`src/rtl/stage4_fast_pack_module_pkg.sv`:
```
// Shared sizes and helpers for the stage-4 fast message packer.
// Widths mirror the stage-3 fast encoder's message/length buses.
package stage4_fast_pack_module_pkg;

  localparam int FAST_MESSAGE_BITS   = 128;
  localparam int FAST_LENGTH_BITS    = 8;
  localparam int FAST_OUT_BYTES      = 8;
  localparam int FAST_FRAME_CNT_BITS = 16;

  // Lowest message index >= from whose length is nonzero; 3 means none left.
  function automatic logic [1:0] next_nz(
    input logic [1:0] from,
    input logic [2:0] nz
  );
    next_nz = 2'd3;
    for (int i = 2; i >= 0; i--) begin
      if (nz[i] && 2'(i) >= from) next_nz = 2'(i);
    end
  endfunction

endpackage

```
`src/rtl/stage4_fast_pack_module_fast_byte_window.sv`:
```
// Extracts k bytes of a message starting at off and places them at
// byte position fill of an output word; every other byte is zero.
module fast_byte_window
  import stage4_fast_pack_module_pkg::*;
#(
  parameter int OUT_BYTES = 8,
  parameter int OW        = 5,
  parameter int KW        = 5,
  parameter int FW        = 4
) (
  input  logic [FAST_MESSAGE_BITS-1:0] message,
  input  logic [OW-1:0]                off,
  input  logic [KW-1:0]                k,
  input  logic [FW-1:0]                fill,
  output logic [OUT_BYTES*8-1:0]       slice
);

  localparam int NB  = FAST_MESSAGE_BITS / 8;
  localparam int NBW = $clog2(NB);

  logic [7:0] mb [NB];

  always_comb begin
    for (int i = 0; i < NB; i++) begin
      mb[i] = message[FAST_MESSAGE_BITS-1-8*i -: 8];
    end
  end

  always_comb begin
    int src;
    src   = 0;
    slice = '0;
    for (int j = 0; j < OUT_BYTES; j++) begin
      src = int'(off) + j - int'(fill);
      if (j >= int'(fill) && j < int'(fill) + int'(k) &&
          src >= 0 && src < NB) begin
        slice[(OUT_BYTES-1-j)*8 +: 8] = mb[NBW'(src)];
      end
    end
  end

endmodule

```
`src/rtl/stage4_fast_pack_module.sv`:
```
// Packs the valid bytes of three fast messages into a dense stream of
// fixed-width words with a valid/ready output handshake.
module stage4_fast_pack_module
  import stage4_fast_pack_module_pkg::*;
#(
  parameter int MSG_BYTES = FAST_MESSAGE_BITS / 8,
  parameter int OUT_BYTES = FAST_OUT_BYTES,
  parameter int CNT_BITS  = FAST_FRAME_CNT_BITS
) (
  input  logic                         clk,
  input  logic                         rst_n,
  input  logic                         in_valid,
  output logic                         in_ready,
  input  logic [FAST_MESSAGE_BITS-1:0] message_fast_1,
  input  logic [FAST_MESSAGE_BITS-1:0] message_fast_2,
  input  logic [FAST_MESSAGE_BITS-1:0] message_fast_3,
  input  logic [FAST_LENGTH_BITS-1:0]  message_fast_length_1,
  input  logic [FAST_LENGTH_BITS-1:0]  message_fast_length_2,
  input  logic [FAST_LENGTH_BITS-1:0]  message_fast_length_3,
  output logic                         out_valid,
  input  logic                         out_ready,
  output logic [OUT_BYTES*8-1:0]       out_data,
  output logic [3:0]                   out_bytes,
  output logic                         out_last,
  output logic                         len_err,
  output logic [CNT_BITS-1:0]          frame_cnt
);

  localparam int OW = $clog2(MSG_BYTES + 1);
  localparam int FW = $clog2(OUT_BYTES + 1);
  localparam int KW = (OW > FW) ? OW : FW;

  typedef enum logic [1:0] {
    IDLE = 2'd0,
    FILL = 2'd1,
    HOLD = 2'd2
  } state_e;

  state_e state, state_d;

  logic [FAST_MESSAGE_BITS-1:0] msg_q [3];
  logic [OW-1:0]                len_q [3];
  logic [2:0]                   nz_q;
  logic [1:0]                   idx;
  logic [OW-1:0]                off;
  logic [FW-1:0]                fill;
  logic [OUT_BYTES*8-1:0]       word;
  logic [OUT_BYTES*8-1:0]       slice;
  logic                         last_q;
  logic                         err_q;
  logic [CNT_BITS-1:0]          cnt;

  function automatic logic [OW-1:0] clamp_len(
    input logic [FAST_LENGTH_BITS-1:0] l
  );
    if (int'(l) > MSG_BYTES) return OW'(MSG_BYTES);
    return OW'(l);
  endfunction

  logic [OW-1:0] in_len [3];
  logic [2:0]    in_nz;
  logic [2:0]    in_over;

  always_comb begin
    in_len[0]  = clamp_len(message_fast_length_1);
    in_len[1]  = clamp_len(message_fast_length_2);
    in_len[2]  = clamp_len(message_fast_length_3);
    in_over[0] = int'(message_fast_length_1) > MSG_BYTES;
    in_over[1] = int'(message_fast_length_2) > MSG_BYTES;
    in_over[2] = int'(message_fast_length_3) > MSG_BYTES;
    for (int i = 0; i < 3; i++) in_nz[i] = in_len[i] != '0;
  end

  logic [FAST_MESSAGE_BITS-1:0] cur_msg;
  logic [OW-1:0]                cur_len;
  logic [OW-1:0]                new_off;
  logic [KW-1:0]                rem;
  logic [KW-1:0]                space;
  logic [KW-1:0]                k;
  logic [KW-1:0]                new_fill;
  logic [1:0]                   nidx;
  logic                         msg_end;
  logic                         done;
  logic                         accept;

  always_comb begin
    cur_msg = '0;
    cur_len = '0;
    case (idx)
      2'd0: begin cur_msg = msg_q[0]; cur_len = len_q[0]; end
      2'd1: begin cur_msg = msg_q[1]; cur_len = len_q[1]; end
      2'd2: begin cur_msg = msg_q[2]; cur_len = len_q[2]; end
      default: ;
    endcase
    rem      = KW'(cur_len) - KW'(off);
    space    = KW'(OUT_BYTES) - KW'(fill);
    k        = (rem < space) ? rem : space;
    new_off  = off + OW'(k);
    new_fill = KW'(fill) + k;
    msg_end  = new_off == cur_len;
    nidx     = next_nz(idx + 2'd1, nz_q);
    done     = msg_end && nidx == 2'd3;
  end

  fast_byte_window #(
    .OUT_BYTES(OUT_BYTES),
    .OW       (OW),
    .KW       (KW),
    .FW       (FW)
  ) u_window (
    .message(cur_msg),
    .off    (off),
    .k      (k),
    .fill   (fill),
    .slice  (slice)
  );

  always_comb begin
    state_d = state;
    accept  = 1'b0;
    unique case (state)
      IDLE: begin
        accept = in_valid;
        if (in_valid && in_nz != 3'b000) state_d = FILL;
      end
      FILL: if (new_fill == KW'(OUT_BYTES) || done) state_d = HOLD;
      HOLD: if (out_ready) state_d = last_q ? IDLE : FILL;
      default: state_d = IDLE;
    endcase
  end

  always_ff @(posedge clk or negedge rst_n) begin
    if (!rst_n) state <= IDLE;
    else        state <= state_d;
  end

  always_ff @(posedge clk or negedge rst_n) begin
    if (!rst_n) begin
      for (int i = 0; i < 3; i++) begin
        msg_q[i] <= '0;
        len_q[i] <= '0;
      end
      nz_q   <= '0;
      idx    <= '0;
      off    <= '0;
      fill   <= '0;
      word   <= '0;
      last_q <= 1'b0;
      err_q  <= 1'b0;
      cnt    <= '0;
    end else begin
      case (state)
        IDLE: if (accept) begin
          msg_q[0] <= message_fast_1;
          msg_q[1] <= message_fast_2;
          msg_q[2] <= message_fast_3;
          for (int i = 0; i < 3; i++) len_q[i] <= in_len[i];
          nz_q   <= in_nz;
          err_q  <= err_q | (|in_over);
          idx    <= next_nz(2'd0, in_nz);
          off    <= '0;
          fill   <= '0;
          word   <= '0;
          last_q <= 1'b0;
        end
        FILL: begin
          word   <= word | slice;
          fill   <= FW'(new_fill);
          last_q <= done;
          if (msg_end) begin
            idx <= nidx;
            off <= '0;
          end else begin
            off <= new_off;
          end
        end
        HOLD: if (out_ready) begin
          word <= '0;
          fill <= '0;
          if (last_q) cnt <= cnt + CNT_BITS'(1);
        end
        default: ;
      endcase
    end
  end

  assign in_ready  = state == IDLE;
  assign out_valid = state == HOLD;
  assign out_data  = out_valid ? word : '0;
  assign out_bytes = out_valid ? 4'(fill) : 4'd0;
  assign out_last  = out_valid & last_q;
  assign len_err   = err_q;
  assign frame_cnt = cnt;

endmodule

```
`config.mk`:
```
export PLATFORM = sky130hd
export DESIGN_NAME = stage4_fast_pack_module
export DESIGN_NICKNAME = d
export VERILOG_FILES = /design/src/rtl/stage4_fast_pack_module_pkg.sv /design/src/rtl/stage4_fast_pack_module_fast_byte_window.sv /design/src/rtl/stage4_fast_pack_module.sv
export SDC_FILE = /design/constraint.sdc
export NUM_CORES = 2
export LEC_CHECK = 0
export CORE_MARGIN = 1.5
export CORE_UTILIZATION = 35
export CTS_CLUSTER_SIZE = 40
export DETAILED_ROUTE_END_ITERATION = 16
export SLEW_MARGIN = 20
export SYNTH_ARGS = -nofsm -noshare
export SYNTH_HDL_FRONTEND = slang
export SYNTH_HIERARCHICAL = 1
export SYNTH_SLANG_ARGS = --single-unit
```
`constraint.sdc`:
```
create_clock -name clk -period 9.15 [get_ports clk]
set_input_delay 1.83 -clock clk [delete_from_list [all_inputs] [get_ports clk]]
set_output_delay 1.83 -clock clk [all_outputs]
set_load 0.05 [all_outputs]
```
==> metrics.yaml <==
synthesis:
  synth_xor_area_share_pct: 1.59
  synth_edf_count: 0
  muxShareOfSynthArea_pct: 16.9
  synth_seq_area_share_pct: 42.3
  synth_fp_nets: 3596
  ys_ff_latch: 497
  syn_avg_cell_area_um2: 9.44
  netlist_area_um2: 29400
  synth-compound-area-share_pct: 9.03
  synth_flop_cell: "dfrtp_1"
  synth_simple_gate_area_share_pct: 23.0
  ys_types: 76
  synth_adder_area_share_pct: 3.28
  synthCells: 3116
  async_flop_share_pct: 100
  synth_top_family_by_area: "simple AND/OR/NAND/NOR gates"
  yosysWarnings: 6
cts:
  htree_num_levels: 2
  clk_pin_slew_ns: 0.06
  post_cts_resized: 0
  cts_root_buffer: "clkbuf_16"
  clock-sinks: 497
  clock_latency_ns: 0.64
  clockBufferDepth: 3
  hold_buffers: 0
  cts_made_buffers: 56
  cts_tree: "built"
  cts_setup_buffers: 0
timing:
  fin_skew_ns: 0.0284
  hold_violations: 0
  slew_headroom_pct: 17.6
  setup_viol: 0
  period_minus_slack_ns: 6.77
  fin_setup_tns_ns: 0
  finalMaxSlewViolations: 0
  grt_setup_unrepaired: "false"
  worst_slew_pin_slew_ns: 1.24
  timing.hold.ws_ns: 0.473
  max_freq_mhz: 148
  min_period_over_period_pct: 74.0
global_route:
  grt_pass1_vias: 24800
  grt_pass1_wl_um: 158000
  grt_usage_pct: 24.3
  overflow: 0
  grt_max_degree: 215
  antenna_found_initial: 7
floorplan:
  dieWidth_um: 293
  die_h_um: 293
  num_rows: 106
  io_pins: 500
  design.die.area_um2: 85800
  initial_core_util_pct: 35.3
  core-area_um2: 83400
power_and_ir_drop:
  pwr_density_cell_nw_per_um2: 491
  peakVddDrop_v: 0.000283
  p_leak_nw: 17.1
worst_hold_path:
  min_path_type: "reg -> reg"
  min_from: "len_q[3]$_DFFE_PN0P_"
critical_path:
  slowest_stage: "o21ai_0"
  path_common_cell: "inv_1"
  crit_buf_inv: 4
  max_stage_delay_ns: 0.65
  crit_arrival_ns: 7.27
  startpoint: "idx[1]$_DFFE_PN0P_"
  reg2reg_from: "idx[1]$_DFFE_PN0P_"
  worst-setup-path-type: "reg -> reg"
  crit_required_ns: 9.66
  crit_path_cell_trace: "inv_1 > ha_4 > buf_4 > a222oi_1 > nor2_1 > ha_1 > or3b_1 > o311ai_1 > nand3_1 > and2_1 > ha_1 > o311ai_0 > nand2_1 > o21ai_0 > inv_1 > fa_1 > inv_1 > a21o_1 > a21oi_1 > xnor2_1 > xnor2_2 > xor2_2 > nor4_4 > mux2_1"
  worstPathMaxFanout: 53
  cpLargestDelayFamily: "adder cells"
  start_kind: "flip-flop"
  cp-end-kind: "flip-flop"
final_layout:
  area_growth_pct: 26.7
  post_route_cells_drive_above_1_share_pct: 10.1
  final_nets: 3963
  stdcell_area_um2: 37300
  antenna_cells: 0
  n_fill_cell: 7977
  fin_util_pct: 44.7
route:
  drt_iter0_drc: 3137
  totalWireLength_um: 106000
  drc_errors: 0
  via_count: 25400
  drt.antenna.violating_nets: 0
  routedWlPerCell_um: 23.0
  first_pass_iters: 9
  vias_per_cell: 5.52
place:
  placed_cell_area_um2: 35200
  gp_congestion: 0.928
  portBuffers: 499
  hpwl_um: 78600
run:
  cap_violations: 0
run_status:
  status: "complete, no violations"
area by class of cell:
type	count	area, um^2	area share (%)
tap	1080	1350	3.62
sequential	497	12400	33.3
inverter	51	191	0.513
multi-input combinational	2343	15900	42.7
clock inverter	28	443	1.19
clock buffer	77	1620	4.35
timing repair buffer	534	5320	14.3
cells in the final DEF (no fill, tap or decap), types with 14 or more instances in the layout:
cell / count
xnor2_1: 34
nor2_1: 222
dfrtp_1: 497
a211oi_1: 33
mux2i_1: 17
a21oi_1: 88
inv_1: 50
clkbuf_16: 57
buf_4: 29
clkdlybuf4s50_1: 498
o21ai_0: 24
ha_1: 48
and2_1: 73
nand2_1: 1217
mux4_1: 14
nand3_1: 15
mux4_2: 194
nor2b_1: 63
a222oi_1: 133
layer usage:
metal	GRT usage [%]	vias to the layer above	wire length (um)
met3	4.08	191	7500
met5	0	-	63
li1	-	11600	-
met2	39.3	1006	50600
met4	7.71	10	3550
met1	33.2	12700	44200
registers in the layout, indices dropped and copies added (netlist names):
signal and count:
len_err 1, msg_q 384, state 2, nz_q 3, off 5, last_q 1
idx 2, len_q 15, word 64, fill 4, frame_cnt 16
worst paths after layout:
kind | end | slack (ns) | cells past startpoint
max in group asynchronous | msg_q[52]$_DFFE_PN0P_ | 6.60 | 2
setup reg to reg | idx[0]$_DFFE_PN0P_ | 2.38 | 24
hold / removal | len_q[3]$_DFFE_PN0P_ | 0.47 | 2
setup / recovery | idx[0]$_DFFE_PN0P_ | 2.38 | 24
min in group asynchronous | frame_cnt[9]$_DFFE_PN0P_ | 1.17 | 1
hold reg to reg | len_q[3]$_DFFE_PN0P_ | 0.47 | 2
Yosys cell counts (all sizes together), types with 13 or more instances:
cell / number / area share, %
nand2: 1220 / 16
dfrtp: 497 / 42
nor2: 222 / 2.8
mux4: 208 / 16
clkbuf: 163 / 2.1
a222oi: 133 / 4.5
a21oi: 88 / 1.5
and2: 74 / 1.6
nor2b: 63 / 1.3
buf: 62 / 1.3
ha: 54 / 2.3
inv: 51 / 0.65
xnor2: 36 / 1.1
a211oi: 33 / 0.84
o21ai: 29 / 0.49
mux2i: 17 / 0.58
nand3: 15 / 0.26
xor2: 15 / 0.50
fa: 14 / 0.95
a21o: 13 / 0.34
report_power, final:
part / switching [mW] / internal, mW
sequential: 0.625 / 3.15
clock: 0.978 / 1.51
combinational: 7.00 / 5.06
total: 8.61 / 9.71
cells by family (layout without fill, tap and decap cells):
logic type                 after synthesis  count (layout)
and+or+nand+nor                       1652            1652
DFF                                    497             497
AOI/OAI and AO/OA                      341             341
buffers and inverters                  276             690
muxes                                  230             230
adders and majority gates               69              69
xor gates and xnor gates                51              51
per-stage QoR:
stage | setup WS [ns] | total power [mW] | std cells
2_1_floorplan | 3.60 | 11.9 | 3116
3_3_place_gp | 2.52 | 15.6 | 4503
3_5_place_dp | 2.40 | 15.7 | 4504
4_1_cts | 2.40 | 18.2 | 4609
5_1_grt | 1.86 | 19.3 | 4610
6_report | 2.38 | 18.3 | 4610
worst min-delay path: cells and delay by family (launching register included):
family / cells / cell delay, ns
AND/OR/NAND/NOR: 2 / 0.10
flip-flops: 1 / 0.34
Note: power is estimated with default switching activity, not from simulation.
